--- config.mk ---
export PLATFORM = sky130hd
export DESIGN_NAME = apb_master_arbiter
export DESIGN_NICKNAME = d
export VERILOG_FILES = /design/src/rtl/apb_master_arbiter.sv
export SDC_FILE = /design/constraint.sdc
export NUM_CORES = 1
export LEC_CHECK = 0
export BUFFER_PORTS_ARGS = -buffer_cell sky130_fd_sc_hd__buf_2
export CAP_MARGIN = 5
export CORE_MARGIN = 8
export CORE_UTILIZATION = 45
export CTS_CLUSTER_DIAMETER = 50
export DETAILED_ROUTE_END_ITERATION = 16
export GPL_TIMING_DRIVEN = 0
export HOLD_SLACK_MARGIN = 0.12
export PLACE_DENSITY = 0.74
export SYNTH_ARGS = -nofsm -noshare
export SYNTH_HDL_FRONTEND = slang
export SYNTH_SLANG_ARGS = --single-unit
--- constraint.sdc ---
create_clock -name p_clk -period 3.1 [get_ports p_clk]
set_input_delay 0.62 -clock p_clk [delete_from_list [all_inputs] [get_ports p_clk]]
set_output_delay 0.62 -clock p_clk [all_outputs]
set_load 0.01 [all_outputs]
--- src/rtl/apb_master_arbiter.sv ---
// Two-requester APB master: round-robin arbitration, SETUP/ACCESS sequencing,
// wait-state handling and timeout abort, with per-requester done/rdata/err.
module apb_master_arbiter #(
    parameter int unsigned ADDR_W  = 8,
    parameter int unsigned DATA_W  = 8,
    parameter int unsigned TIMEOUT = 16,
    parameter int unsigned TO_W    = 5
) (
    input  logic              p_clk,
    input  logic              p_resetn,

    input  logic              req0_valid,
    input  logic              req0_write,
    input  logic [ADDR_W-1:0] req0_addr,
    input  logic [DATA_W-1:0] req0_wdata,
    output logic              req0_ready,
    output logic              req0_done,
    output logic [DATA_W-1:0] req0_rdata,
    output logic              req0_err,

    input  logic              req1_valid,
    input  logic              req1_write,
    input  logic [ADDR_W-1:0] req1_addr,
    input  logic [DATA_W-1:0] req1_wdata,
    output logic              req1_ready,
    output logic              req1_done,
    output logic [DATA_W-1:0] req1_rdata,
    output logic              req1_err,

    output logic              p_sel,
    output logic              p_enable,
    output logic              p_write,
    output logic [ADDR_W-1:0] p_addr,
    output logic [DATA_W-1:0] p_wdata,
    input  logic [DATA_W-1:0] p_rdata,
    input  logic              p_ready,
    input  logic              p_slverr
);

    localparam logic [TO_W-1:0] TO_LAST = TO_W'(TIMEOUT - 1);

    typedef struct packed {
        logic              write;
        logic [ADDR_W-1:0] addr;
        logic [DATA_W-1:0] wdata;
    } cmd_t;

    // Bit 1 drives p_sel, bit 0 drives p_enable, so both come straight from flops.
    typedef enum logic [1:0] {
        ST_IDLE   = 2'b00,
        ST_SETUP  = 2'b10,
        ST_ACCESS = 2'b11
    } state_t;

    state_t           r_state;
    state_t           w_next_state;
    logic             r_ptr;
    logic             r_owner;
    logic [TO_W-1:0]  r_to_cnt;
    cmd_t             r_cmd;
    logic             r_done0;
    logic             r_done1;
    logic [DATA_W-1:0] r_rdata0;
    logic [DATA_W-1:0] r_rdata1;
    logic             r_err0;
    logic             r_err1;

    logic             w_arb_en;
    logic             w_complete;
    logic             w_timeout;
    logic             w_req0;
    logic             w_req1;
    logic             w_grant;
    logic             w_grant_id;
    cmd_t             w_cmd0;
    cmd_t             w_cmd1;
    cmd_t             w_win_cmd;

    assign w_cmd0    = '{write: req0_write, addr: req0_addr, wdata: req0_wdata};
    assign w_cmd1    = '{write: req1_write, addr: req1_addr, wdata: req1_wdata};
    assign w_win_cmd = w_grant_id ? w_cmd1 : w_cmd0;

    always_ff @(posedge p_clk or negedge p_resetn) begin
        if (!p_resetn) begin
            r_state <= ST_IDLE;
        end else begin
            r_state <= w_next_state;
        end
    end

    // Next state, completion/timeout decode and round-robin grant.
    always_comb begin
        w_next_state = r_state;
        w_arb_en     = 1'b0;
        w_complete   = 1'b0;
        w_timeout    = 1'b0;
        w_grant      = 1'b0;
        w_grant_id   = 1'b0;
        req0_ready   = 1'b0;
        req1_ready   = 1'b0;

        case (r_state)
            ST_IDLE: begin
                w_arb_en = 1'b1;
            end
            ST_SETUP: begin
                w_next_state = ST_ACCESS;
            end
            ST_ACCESS: begin
                if (p_ready) begin
                    w_complete   = 1'b1;
                    w_arb_en     = 1'b1;
                    w_next_state = ST_IDLE;
                end else if ((TIMEOUT != 0) && (r_to_cnt == TO_LAST)) begin
                    w_timeout    = 1'b1;
                    w_next_state = ST_IDLE;
                end
            end
            default: begin
                w_next_state = ST_IDLE;
            end
        endcase

        // The owner of the transfer still in flight cannot win again.
        w_req0 = req0_valid && !((r_state == ST_ACCESS) && !r_owner);
        w_req1 = req1_valid && !((r_state == ST_ACCESS) &&  r_owner);

        if (w_arb_en && p_resetn && (w_req0 || w_req1)) begin
            w_grant      = 1'b1;
            w_grant_id   = (w_req0 && w_req1) ? r_ptr : w_req1;
            w_next_state = ST_SETUP;
            req0_ready   = !w_grant_id;
            req1_ready   =  w_grant_id;
        end
    end

    // Command capture, pointer, timeout counter and requester result registers.
    always_ff @(posedge p_clk or negedge p_resetn) begin
        if (!p_resetn) begin
            r_ptr    <= 1'b0;
            r_owner  <= 1'b0;
            r_to_cnt <= '0;
            r_cmd    <= '0;
            r_done0  <= 1'b0;
            r_done1  <= 1'b0;
            r_rdata0 <= '0;
            r_rdata1 <= '0;
            r_err0   <= 1'b0;
            r_err1   <= 1'b0;
        end else begin
            r_done0 <= 1'b0;
            r_done1 <= 1'b0;

            if (w_grant) begin
                r_ptr   <= !w_grant_id;
                r_owner <= w_grant_id;
                r_cmd   <= w_win_cmd;
            end

            if (w_next_state == ST_SETUP) begin
                r_to_cnt <= '0;
            end else if ((r_state == ST_ACCESS) && !p_ready) begin
                r_to_cnt <= r_to_cnt + TO_W'(1);
            end

            if (w_complete || w_timeout) begin
                if (!r_owner) begin
                    r_done0 <= 1'b1;
                    r_err0  <= w_timeout ? 1'b1 : p_slverr;
                    if (w_timeout) begin
                        r_rdata0 <= '0;
                    end else if (!r_cmd.write) begin
                        r_rdata0 <= p_rdata;
                    end
                end else begin
                    r_done1 <= 1'b1;
                    r_err1  <= w_timeout ? 1'b1 : p_slverr;
                    if (w_timeout) begin
                        r_rdata1 <= '0;
                    end else if (!r_cmd.write) begin
                        r_rdata1 <= p_rdata;
                    end
                end
            end
        end
    end

    assign p_sel      = r_state[1];
    assign p_enable   = r_state[0];
    assign p_write    = r_cmd.write;
    assign p_addr     = r_cmd.addr;
    assign p_wdata    = r_cmd.wdata;

    assign req0_done  = r_done0;
    assign req0_rdata = r_rdata0;
    assign req0_err   = r_err0;
    assign req1_done  = r_done1;
    assign req1_rdata = r_rdata1;
    assign req1_err   = r_err1;

endmodule
### Word-level counts from Yosys, hierarchy flattened

Cells that the tools add are included.

| cells by class | value |
|---|---|
| add/subtract/negate cells | 1 |
| $mul | 0 |
| div/mod/pow operators | 0 |
| magnitude comparators | 0 |
| equality and inequality tests | 5 |
| shift operators | 0 |
| muxes and demuxes | 24 |
| bitwise logic cells | 1 |
| reduce and logical (&&, ||, !) cells | 22 |

Operator list:

| operator | count |
|---|---|
| $mux 17 | 1 |
| $mux 8 | 2 |
| $mux 1 | 14 |
| $mux 5 | 2 |
| $logic_and 1x1->1 | 8 |
| $eq 2x2->1 const B | 3 |
| $logic_not 1->1 | 6 |
| $mux 2 | 3 |
| $pmux 2 s3 | 1 |
| $reduce_and 3->1 | 2 |
| $add 5x1->5 const B | 1 |
| $eq 5x4->1 const B | 1 |
| $reduce_and 2->1 | 2 |
| $logic_not 2->1 | 1 |
| $logic_or 1x1->1 | 2 |
| $ne 2x1->1 const B | 1 |
| $pmux 1 s2 | 1 |
| $reduce_bool 2->1 | 1 |
| $not 1->1 | 1 |

| word-level totals | value |
|---|---|
| bits in registers | 46 |
| latch bits | 0 |
| memory bits (writable) | 0 |
| memory bits (read-only) | 0 |
| input port bits | 48 |
| output and inout bits | 41 |
| memories | 0 |

### Logic depth before layout (Yosys ltp)

Gate-level depths: netlist of run 1.

| logic depth | value |
|---|---|
| word-level depth | 9 |
| mapped depth | 9 |
| depth with buffers taken out | 7 |

### Least setup slack after synthesis of run 1

OpenSTA, ideal clock, no wires.

| timing | value |
|---|---|
| kind | register -> output |
| start | reg r_state[1] |
| end | out req0_ready |
| arrival time | 1.999 ns |
| data required time | 2.480 ns |
| path slack | 0.481 ns |
| stages on the path, launching flop included | 9 |
| buffers on the path | 3 |
| cell sequence | dfrtp_1 > inv_1 > ha_1 > or3b_1 > buf_2 > or2_1 > buf_6 > buf_2 > nor2_1 |

| on the way | value |
|---|---|
| cells in the longest elaborated chain, start to end | 8 |
| elaborated cells on any way between the ends | 16 |

Ends and longest elaborated chain:

| element | line | text |
|---|---|---|
| start, declared | 55 | `state_t r_state;` |
| start signal, assigned | 87 | `r_state <= w_next_state;` |
| $eq 2x2->1 | 102, 125, 126 |  |
| $logic_and 1x1->1, on equally long branches | 125, 126 |  |
| $logic_not 1->1, on equally long branches | 125, 126 |  |
| $logic_and 1x1->1, on equally long branches | 125, 126 |  |
| $logic_and 1x1->1 | 130 | `w_grant_id = (w_req0 && w_req1) ? r_ptr : w_req1;` |
| $mux 1 | 130 |  |
| $logic_not 1->1 | 132 | `req0_ready = !w_grant_id;` |
| $mux 1 (*) | 128 | `if (w_arb_en && p_resetn && (w_req0 \|\| w_req1)) begin` |
| end, declared | 16 | `output logic req0_ready,` |

Mark *: on every way between the ends. The rest lies on a longest branch, timed or not.

### Worst setup path after layout of run 1

Ends and elaborated chain as after synthesis.

==> impl_summary.log, run 1 <==
INFO  metric via_count = 1,744
INFO  metric dieWidth = 85.42 um
INFO  metric cts.reportedPaths.clkPinSlew = 0.09 ns
INFO  metric core_region_area = 4692 sq um
INFO  metric synth_cell_type_count = 36
INFO  metric worst_setup_path_end_kind = output port
INFO  metric slew_violations = 0
INFO  metric timing.final.crit_share = 97.79%
INFO  metric synth_top_cell_by_area = sky130_fd_sc_hd__dfrtp_1
INFO  metric cts-root-buf = sky130_fd_sc_hd__clkbuf_8
INFO  metric cts_num_sinks = 46
INFO  metric power.density = 891.0 nW/um^2
INFO  metric syn2layout_area_growth = 28.45%
INFO  metric synth_commonest_cells = sky130_fd_sc_hd__dfrtp_1 (46), sky130_fd_sc_hd__nand2_1 (28), sky130_fd_sc_hd__o21ai_0 (20)
INFO  metric remaining_drc_errors = 0
INFO  metric gp_congestion = 0.7233
INFO  metric tritoncts = built
INFO  metric async_reset_ff_share = 100.0%
INFO  metric post_cts_hold_buffer_count = 0
INFO  metric antenna_violations_before_repair = 0
INFO  metric number_of_inserted_filler_cells_in_the_final_layout = 414
INFO  metric outcome = complete, no violations
INFO  metric finalHoldViolations = 0
INFO  metric area_of_the_multi_input_gates = 945.9 sq um
INFO  metric postCtsSetupRepairBufs = 0
INFO  metric util_after_layout = 59.36%
INFO  metric worst-endpoint-required = 2.48 ns
INFO  metric die_area = 7296 sq um
INFO  metric layoutNonFillerInstCount = 340
INFO  metric worstMarginPinSlew = 0.5855 ns
INFO  metric clk_latency_worst_skew_pair = 0.29 ns
INFO  metric antenna_cells = 0
INFO  metric timing.max_slew.rel_slack = 60.55%
INFO  metric ys.warnings.count = 0
INFO  metric grt_start_max_net_pins = 48
INFO  metric placed_cells_incl_taps = 332
INFO  metric wire_length_of_the_first_global_routing_pass = 8.625 mm
INFO  metric netlist_top_cells_area = sky130_fd_sc_hd__dfrtp_1 (53%), sky130_fd_sc_hd__mux2_2 (7.3%), sky130_fd_sc_hd__mux2_4 (6.9%), sky130_fd_sc_hd__nand2_1 (4.8%), sky130_fd_sc_hd__o21ai_0 (4.6%)
INFO  metric netlist_area = 2168 sq um
INFO  metric vdd_drop_max = 0.4926 mV
INFO  metric global_route.overflow_total = 0
INFO  metric syn_inst = 190
INFO  metric route.detailed.vias_per_inst = 5.129
INFO  metric first_pass_iters = 4
INFO  metric part_of_the_yosys_area_used_for_sequential_elements = 53.09%
INFO  metric route.detailed.wl_per_inst = 15.28 um
INFO  metric synth.net_count = 244
INFO  metric post_route_cells_drive_above_1_share = 45.45%
INFO  metric cts_buffer_depth = 2
INFO  metric place.detailed.hpwl = 4.027 mm
INFO  metric dp_worst_slack = -0.3610 ns
INFO  metric ys_dominant_reg_cell = sky130_fd_sc_hd__dfrtp_1
INFO  metric i_o_pins = 89
INFO  metric max_cap_violations = 0
INFO  metric final.min_clock_period = 3.031 ns
INFO  metric cts_htree_levels = 2
INFO  metric route.final.wire_length = 5.194 mm
INFO  metric detailedRoute.firstIterationViolations = 54
INFO  metric worst_setup_skew_after_layout = 0.003853 ns
INFO  metric postCtsResizedCells = 3
INFO  metric first_global_vias = 1,839
INFO  metric number_of_enable_type_register_cells_in_the_synthesized_netlist = 0
INFO  metric chipHeight = 85.42 um
INFO  metric holdCritPathClass = in2async
INFO  metric seq_area = 1154 sq um
INFO  metric numCtsBuffers = 5
INFO  metric core.rowCount = 25
INFO  metric final_nets = 339
INFO  metric groute.usage.overall = 14.49%
INFO  metric avgSynthCellArea = 11.41 sq um
INFO  metric fmaxAchievable = 329.9 MHz
INFO  metric yosys_register_bits = 46
INFO  metric setup_tns = 0 ns
INFO  metric critical_path_data_arrival_time = 2.41 ns
INFO  metric final-setup-viol-count = 0
INFO  metric leakage = 1.486 nW
INFO  metric grt_setup_unrepaired = true
INFO  metric path_class = reg2out
INFO  metric setup_slack = 0.06857 ns
INFO  metric critPathMaxFanout = 10
INFO  metric startpoint_type_of_the_worst_setup_path = flip-flop
INFO  metric port-buffer-count = 88
INFO  metric yosysMostFrequentCell = sky130_fd_sc_hd__dfrtp_1
INFO  metric initial_core_util = 46.21%
INFO  metric ant_nets = 0
INFO  metric yosysTopAreaCellShare = 53.09%
[path summary, 6_finish.rpt]
check                                    from             to  slack [ns]  depth (start not counted)
worst max-delay path               r_state[1]     req0_ready        0.07                          9
worst min-delay path                 p_resetn    r_to_cnt[3]        0.23                          1
worst max register to register     r_state[1]      p_addr[3]        0.70                          6
worst min register to register  req0_rdata[2]  req0_rdata[2]        0.48                          2
max in group asynchronous            p_resetn     r_state[1]        2.53                          1
min in group p_clk              req0_rdata[2]  req0_rdata[2]        0.48                          2
[layout make-up]
cell class / count / area share, %
inverters: 5 / 0.6739
clock inverters: 3 / 0.8535
plain buffers: 9 / 2.156
clock buffers: 5 / 2.471
well taps: 54 / 2.426
flip-flops and latches: 46 / 41.42
repair buffers: 88 / 16.04
multi-input cells: 130 / 33.96
[cells in the final DEF (no fill, tap or decap), types with 2 or more instances in the layout]
master	count
sky130_fd_sc_hd__a21oi_1	6
sky130_fd_sc_hd__nand2_1	28
sky130_fd_sc_hd__clkbuf_8	5
sky130_fd_sc_hd__ha_1	6
sky130_fd_sc_hd__buf_2	90
sky130_fd_sc_hd__dfrtp_2	2
sky130_fd_sc_hd__a21o_1	2
sky130_fd_sc_hd__nor2_1	12
sky130_fd_sc_hd__mux2i_1	3
sky130_fd_sc_hd__clkinvlp_4	2
sky130_fd_sc_hd__mux2_4	10
sky130_fd_sc_hd__dfrtp_1	44
sky130_fd_sc_hd__a211o_1	2
sky130_fd_sc_hd__a22oi_1	4
sky130_fd_sc_hd__o21ai_0	20
sky130_fd_sc_hd__xor2_1	2
sky130_fd_sc_hd__inv_1	5
sky130_fd_sc_hd__mux2_2	14
sky130_fd_sc_hd__clkbuf_1	3
sky130_fd_sc_hd__buf_6	2
sky130_fd_sc_hd__o2bb2ai_1	5
[worst max-delay path: stages, from the launching register on]
cell and delay (ns):
sky130_fd_sc_hd__dfrtp_2 0.43, sky130_fd_sc_hd__inv_1 0.08, sky130_fd_sc_hd__ha_1 0.28, sky130_fd_sc_hd__or3b_1 0.36, sky130_fd_sc_hd__buf_2 0.18, sky130_fd_sc_hd__or2_1 0.25, sky130_fd_sc_hd__buf_6 0.13, sky130_fd_sc_hd__buf_2 0.18
sky130_fd_sc_hd__nor2_1 0.10, sky130_fd_sc_hd__buf_2 0.13
[registers in the layout (all words and copies together) (netlist names), 2 cells and up]
register    cells
r_to_cnt        5
req0_rdata      8
p_wdata         8
r_state         2
req1_rdata      8
p_addr          8
[report_power, final]
part | total [mW] | leakage [nW] | switching [mW] | internal (mW)
clock network | 0.370 | 0.0408 | 0.209 | 0.161
registers | 1.02 | 0.571 | 0.156 | 0.867
logic | 1.09 | 0.874 | 0.541 | 0.547
total | 2.48 | 1.49 | 0.905 | 1.58
[per-stage QoR]
stage / hold slack, ns / instance area [sq um] / power [mW]
floorplan: 0.3244 / 2168 / 1.708
global placement: 0.4560 / 2676 / 2.100
detailed placement: 0.4664 / 2676 / 2.138
CTS: 0.2486 / 2776 / 2.516
global route: 0.2605 / 2785 / 2.680
finish: 0.2277 / 2785 / 2.482
[per-layer routing]
| metal | wire length (um) | vias to the layer above | global-route usage [%] |
|---|---|---|---|
| li1 | - | 850 | - |
| met1 | 2244 | 829 | 17.31 |
| met2 | 2418 | 60 | 23.27 |
| met3 | 487 | 5 | 5.888 |
| met4 | 43 | 0 | 4.299 |
| met5 | 0 | - | 0 |
[logic make-up (layout without fill, tap and decap cells)]
family	count (synthesis)	after routing	share of synthesized area [%]
AO/OA/AOI/OAI	44	44	12.93
buffers and inverters	14	110	3.635
flip-flops	46	46	53.09
multiplexers	27	27	15.58
XOR/XNOR	3	3	1.212
adder cells (fa/ha/maj)	6	6	3.462
AND/OR/NAND/NOR	50	50	10.10
No activity file was read; power rests on OpenSTA's default activity.
==> run 2: changes to the inputs <==
--- a/config.mk
+++ b/config.mk
@@ -9,11 +9,13 @@
 export CAP_MARGIN = 5
 export CORE_MARGIN = 8
 export CORE_UTILIZATION = 45
+export CTS_BUF_LIST = sky130_fd_sc_hd__clkbuf_2 sky130_fd_sc_hd__clkbuf_4 sky130_fd_sc_hd__clkbuf_8
 export CTS_CLUSTER_DIAMETER = 50
 export DETAILED_ROUTE_END_ITERATION = 16
 export GPL_TIMING_DRIVEN = 0
 export HOLD_SLACK_MARGIN = 0.12
 export PLACE_DENSITY = 0.74
+export SETUP_SLACK_MARGIN = 0.15
 export SYNTH_ARGS = -nofsm -noshare
 export SYNTH_HDL_FRONTEND = slang
 export SYNTH_SLANG_ARGS = --single-unit
==> run 2 against run 1 <==
Core utilization is 1.5 points higher. Final cell count is 1.5% higher. Power is 2.7% higher. Non-clock buffer count is 5 higher. Maximum frequency is 7.7% higher. Count of clock-buffer cells in the layout stayed put. Worst setup slack better by 0.22 ns. Critical path type unchanged. Critical endpoint unchanged. Highest routed layer unchanged.
==> impl_summary.log, run 2 (same netlist as run 1, synthesis figures left out) <==
INFO  metric outcome = complete, no violations
INFO  metric clk_latency_worst_skew_pair = 0.29 ns (about the same)
INFO  metric number_of_inserted_filler_cells_in_the_final_layout = 409 (-1.2%)
INFO  metric antenna_violations_before_repair = 0 (unchanged)
INFO  metric crit-reg2reg-launch = r_state[1]
INFO  metric worst_setup_skew_after_layout = 0.003315 ns (-0.0005385 ns)
INFO  metric core.rowCount = 25 (unchanged)
INFO  metric r2r_slack = 0.73 ns (+0.03 ns)
INFO  metric dieWidth = 85.42 um (unchanged)
INFO  metric util_after_layout = 60.85% (+1.5 points)
INFO  metric setup_slack = 0.2854 ns (+0.2168 ns)
INFO  metric power.switching_fraction = 36.34% (-0.15 points)
INFO  metric vdd_drop_max = 0.4500 mV (-8.6%)
INFO  metric antenna_cells = 0 (unchanged)
INFO  metric most_common_library_cell_in_the_layout_ignoring_fill_and_taps = sky130_fd_sc_hd__buf_2
INFO  metric max_cap_violations = 0 (unchanged)
INFO  metric global_route.overflow_total = 0 (unchanged)
INFO  metric setup_tns = 0 ns (unchanged)
INFO  metric path_class = reg2out
INFO  metric timing.final.crit_share = 90.79% (-7.0 points)
INFO  metric worst_setup_path_end_kind = output port
INFO  metric slowest_stage = sky130_fd_sc_hd__dfrtp_2
INFO  metric detailedRoute.firstIterationViolations = 35 (-35%)
INFO  metric first_global_vias = 1,836 (-0.16%)
INFO  metric first_pass_iters = 4 (unchanged)
INFO  metric worstMarginPinSlew = 0.5859 ns (+0.0003954 ns)
INFO  metric leakage = 1.512 nW (+1.8%)
INFO  metric chipHeight = 85.42 um (unchanged)
INFO  metric groute.usage.overall = 14.53% (+0.041 points)
INFO  metric port-buffer-count = 88 (unchanged)
INFO  metric grt_start_max_net_pins = 48 (unchanged)
INFO  metric switchingPower = 0.9260 mW (+2.3%)
INFO  metric cts_buffer_depth = 2 (unchanged)
INFO  metric power_frac_comb = 45.1% (+1.2 points)
INFO  metric cts_htree_levels = 2 (unchanged)
INFO  metric core_region_area = 4692 sq um (unchanged)
INFO  metric numCtsBuffers = 5 (unchanged)
INFO  metric r2r.worst_path.cells = 9 (+3)
INFO  metric p_int = 1.622 mW (+2.9%)
INFO  metric finalHoldViolations = 0 (unchanged)
INFO  metric ant_nets = 0 (unchanged)
INFO  metric slew_violations = 0 (unchanged)
INFO  metric final_nets = 344 (+1.5%)
INFO  metric post_route_cells_drive_above_1_share = 47.77% (+2.3 points)
INFO  metric die_area = 7296 sq um (unchanged)
INFO  metric worst-endpoint-required = 2.48 ns (about the same)
INFO  metric critPathMaxFanout = 11 (+1)
INFO  metric gp_congestion = 0.7233 (unchanged)
INFO  metric clkPwrFrac = 14.6% (-0.3 points)
INFO  metric remaining_drc_errors = 0 (unchanged)
INFO  metric grt_setup_unrepaired = false
INFO  metric timing.max_slew.rel_slack = 60.53% (about the same)
INFO  metric commonest_non_fill_non_tap_cells_in_the_layout = sky130_fd_sc_hd__buf_2 (87), sky130_fd_sc_hd__dfrtp_1 (44), sky130_fd_sc_hd__nand2_1 (28)
INFO  metric totalPowerFinal = 2.548 mW (+2.7%)
INFO  metric cts_num_sinks = 46 (unchanged)
INFO  metric startpoint_type_of_the_worst_setup_path = flip-flop
INFO  metric initial_core_util = 46.21% (unchanged)
INFO  metric tritoncts = built
INFO  metric share_seq_of_total_power = 40.4% (-0.8 points)
INFO  metric power.density = 892.5 nW/um^2 (+0.17%)
INFO  metric critical_path_data_arrival_time = 2.19 ns (-0.22 ns)
INFO  metric route.detailed.vias_per_inst = 5.087 (-0.83%)
INFO  metric route.final.wire_length = 5.241 mm (+0.90%)
INFO  metric holdCritPathClass = in2async
INFO  metric cts.reportedPaths.clkPinSlew = 0.09 ns (about the same)
INFO  metric final-setup-viol-count = 0 (unchanged)
INFO  metric timing.critical_path.slowest_cell_delay = 0.47 ns (+0.04 ns)
INFO  metric place.detailed.hpwl = 4.027 mm (unchanged)
INFO  metric fmaxAchievable = 355.3 MHz (+7.7%)
INFO  metric route.detailed.wl_per_inst = 15.19 um (-0.56%)
INFO  metric dp_worst_slack = -0.3610 ns (unchanged)
INFO  metric via_count = 1,755 (+0.63%)
INFO  metric path_buf_inv = 4 (-1)
INFO  metric final.min_clock_period = 2.815 ns (-0.2168 ns)
INFO  metric crit_path_cell_trace = inv_2, ha_2, or3b_1, buf_6, or2_1, buf_6, nor2_2, buf_2
INFO  metric syn2layout_area_growth = 31.68%
INFO  metric i_o_pins = 89 (unchanged)
INFO  metric cts-root-buf = sky130_fd_sc_hd__clkbuf_8
INFO  metric critical-path-top-cell-by-count = sky130_fd_sc_hd__buf_6
INFO  metric post_cts_hold_buffer_count = 0 (unchanged)
INFO  metric delay_heaviest_family_cp = simple AND/OR/NAND/NOR gates
INFO  metric wire_length_of_the_first_global_routing_pass = 8.645 mm (+0.23%)
INFO  metric r2r-end = p_wdata[6]
run 2: cell count changes in the layout (fill, tap and decap cells not counted), sizes merged:
cell / delta
buf: +4
clkbuf: +1
run 2: worst max path at each step:
stage | startpoint | to | cells past startpoint
detailed placement | p_resetn | req0_ready | 8
CTS | r_state[1] | req0_ready | 9
floorplan | r_state[1] | req0_ready | 8
global placement | p_resetn | req0_ready | 8
global route | r_state[1] | req0_ready | 9
finish | r_state[1] | req0_ready | 8
run 2: per-stage QoR:
| step | cells | hold slack [ns] | area, sq um |
|---|---|---|---|
| final | 345 | 0.2269 | 2855 |
| after global routing | 345 | 0.2605 | 2855 |
| after CTS | 342 | 0.2486 | 2799 |
| after detailed placement | 332 | 0.4664 | 2676 |
| after global placement | 332 | 0.4560 | 2676 |
| after floorplan | 190 | 0.3244 | 2168 |
run 2: worst register-to-register path, cell delays in order, from the launching register on:
cell and delay [ns]:
sky130_fd_sc_hd__dfrtp_2 0.47, sky130_fd_sc_hd__inv_2 0.08, sky130_fd_sc_hd__ha_2 0.26, sky130_fd_sc_hd__or3b_1 0.36, sky130_fd_sc_hd__buf_6 0.13, sky130_fd_sc_hd__or2_1 0.23
sky130_fd_sc_hd__buf_6 0.15, sky130_fd_sc_hd__buf_4 0.14, sky130_fd_sc_hd__buf_8 0.15, sky130_fd_sc_hd__mux2_4 0.30
run 2: power by group through the flow:
stage	Sequential (mW)	Combinational (mW)	Clock [mW]
floorplan	1.14	0.571	0
global placement	1.02	1.08	0
detailed placement	1.03	1.10	0
CTS	1.02	1.13	0.382
global route	1.06	1.28	0.405
finish	1.03	1.15	0.371
run 2: cell type report:
cell class | instances | area, sq um | share of cell area [%]
flip-flops and latches | 46 | 1154 | 40.40
multi-input cells | 130 | 963.4 | 33.74
repair buffers | 94 | 491.7 | 17.22
clock buffers | 5 | 68.82 | 2.410
plain buffers | 8 | 67.56 | 2.366
well taps | 54 | 67.56 | 2.366
clock inverters | 3 | 23.77 | 0.8326
inverters | 5 | 18.77 | 0.6573
run 2: timing repair:
item	in CTS	in global routing
resized for setup	4	11
pin swaps	0	1
endpoints found under the setup margin	2	2
setup buffers	2	4
gates cloned	0	0
run 2: routing by layer:
metal | global-route usage (%) | part of all wire, %
met3 | 5.888 | 9.3
met1 | 17.43 | 43
met4 | 4.299 | 0.82
met2 | 23.27 | 47
met5 | 0 | 0
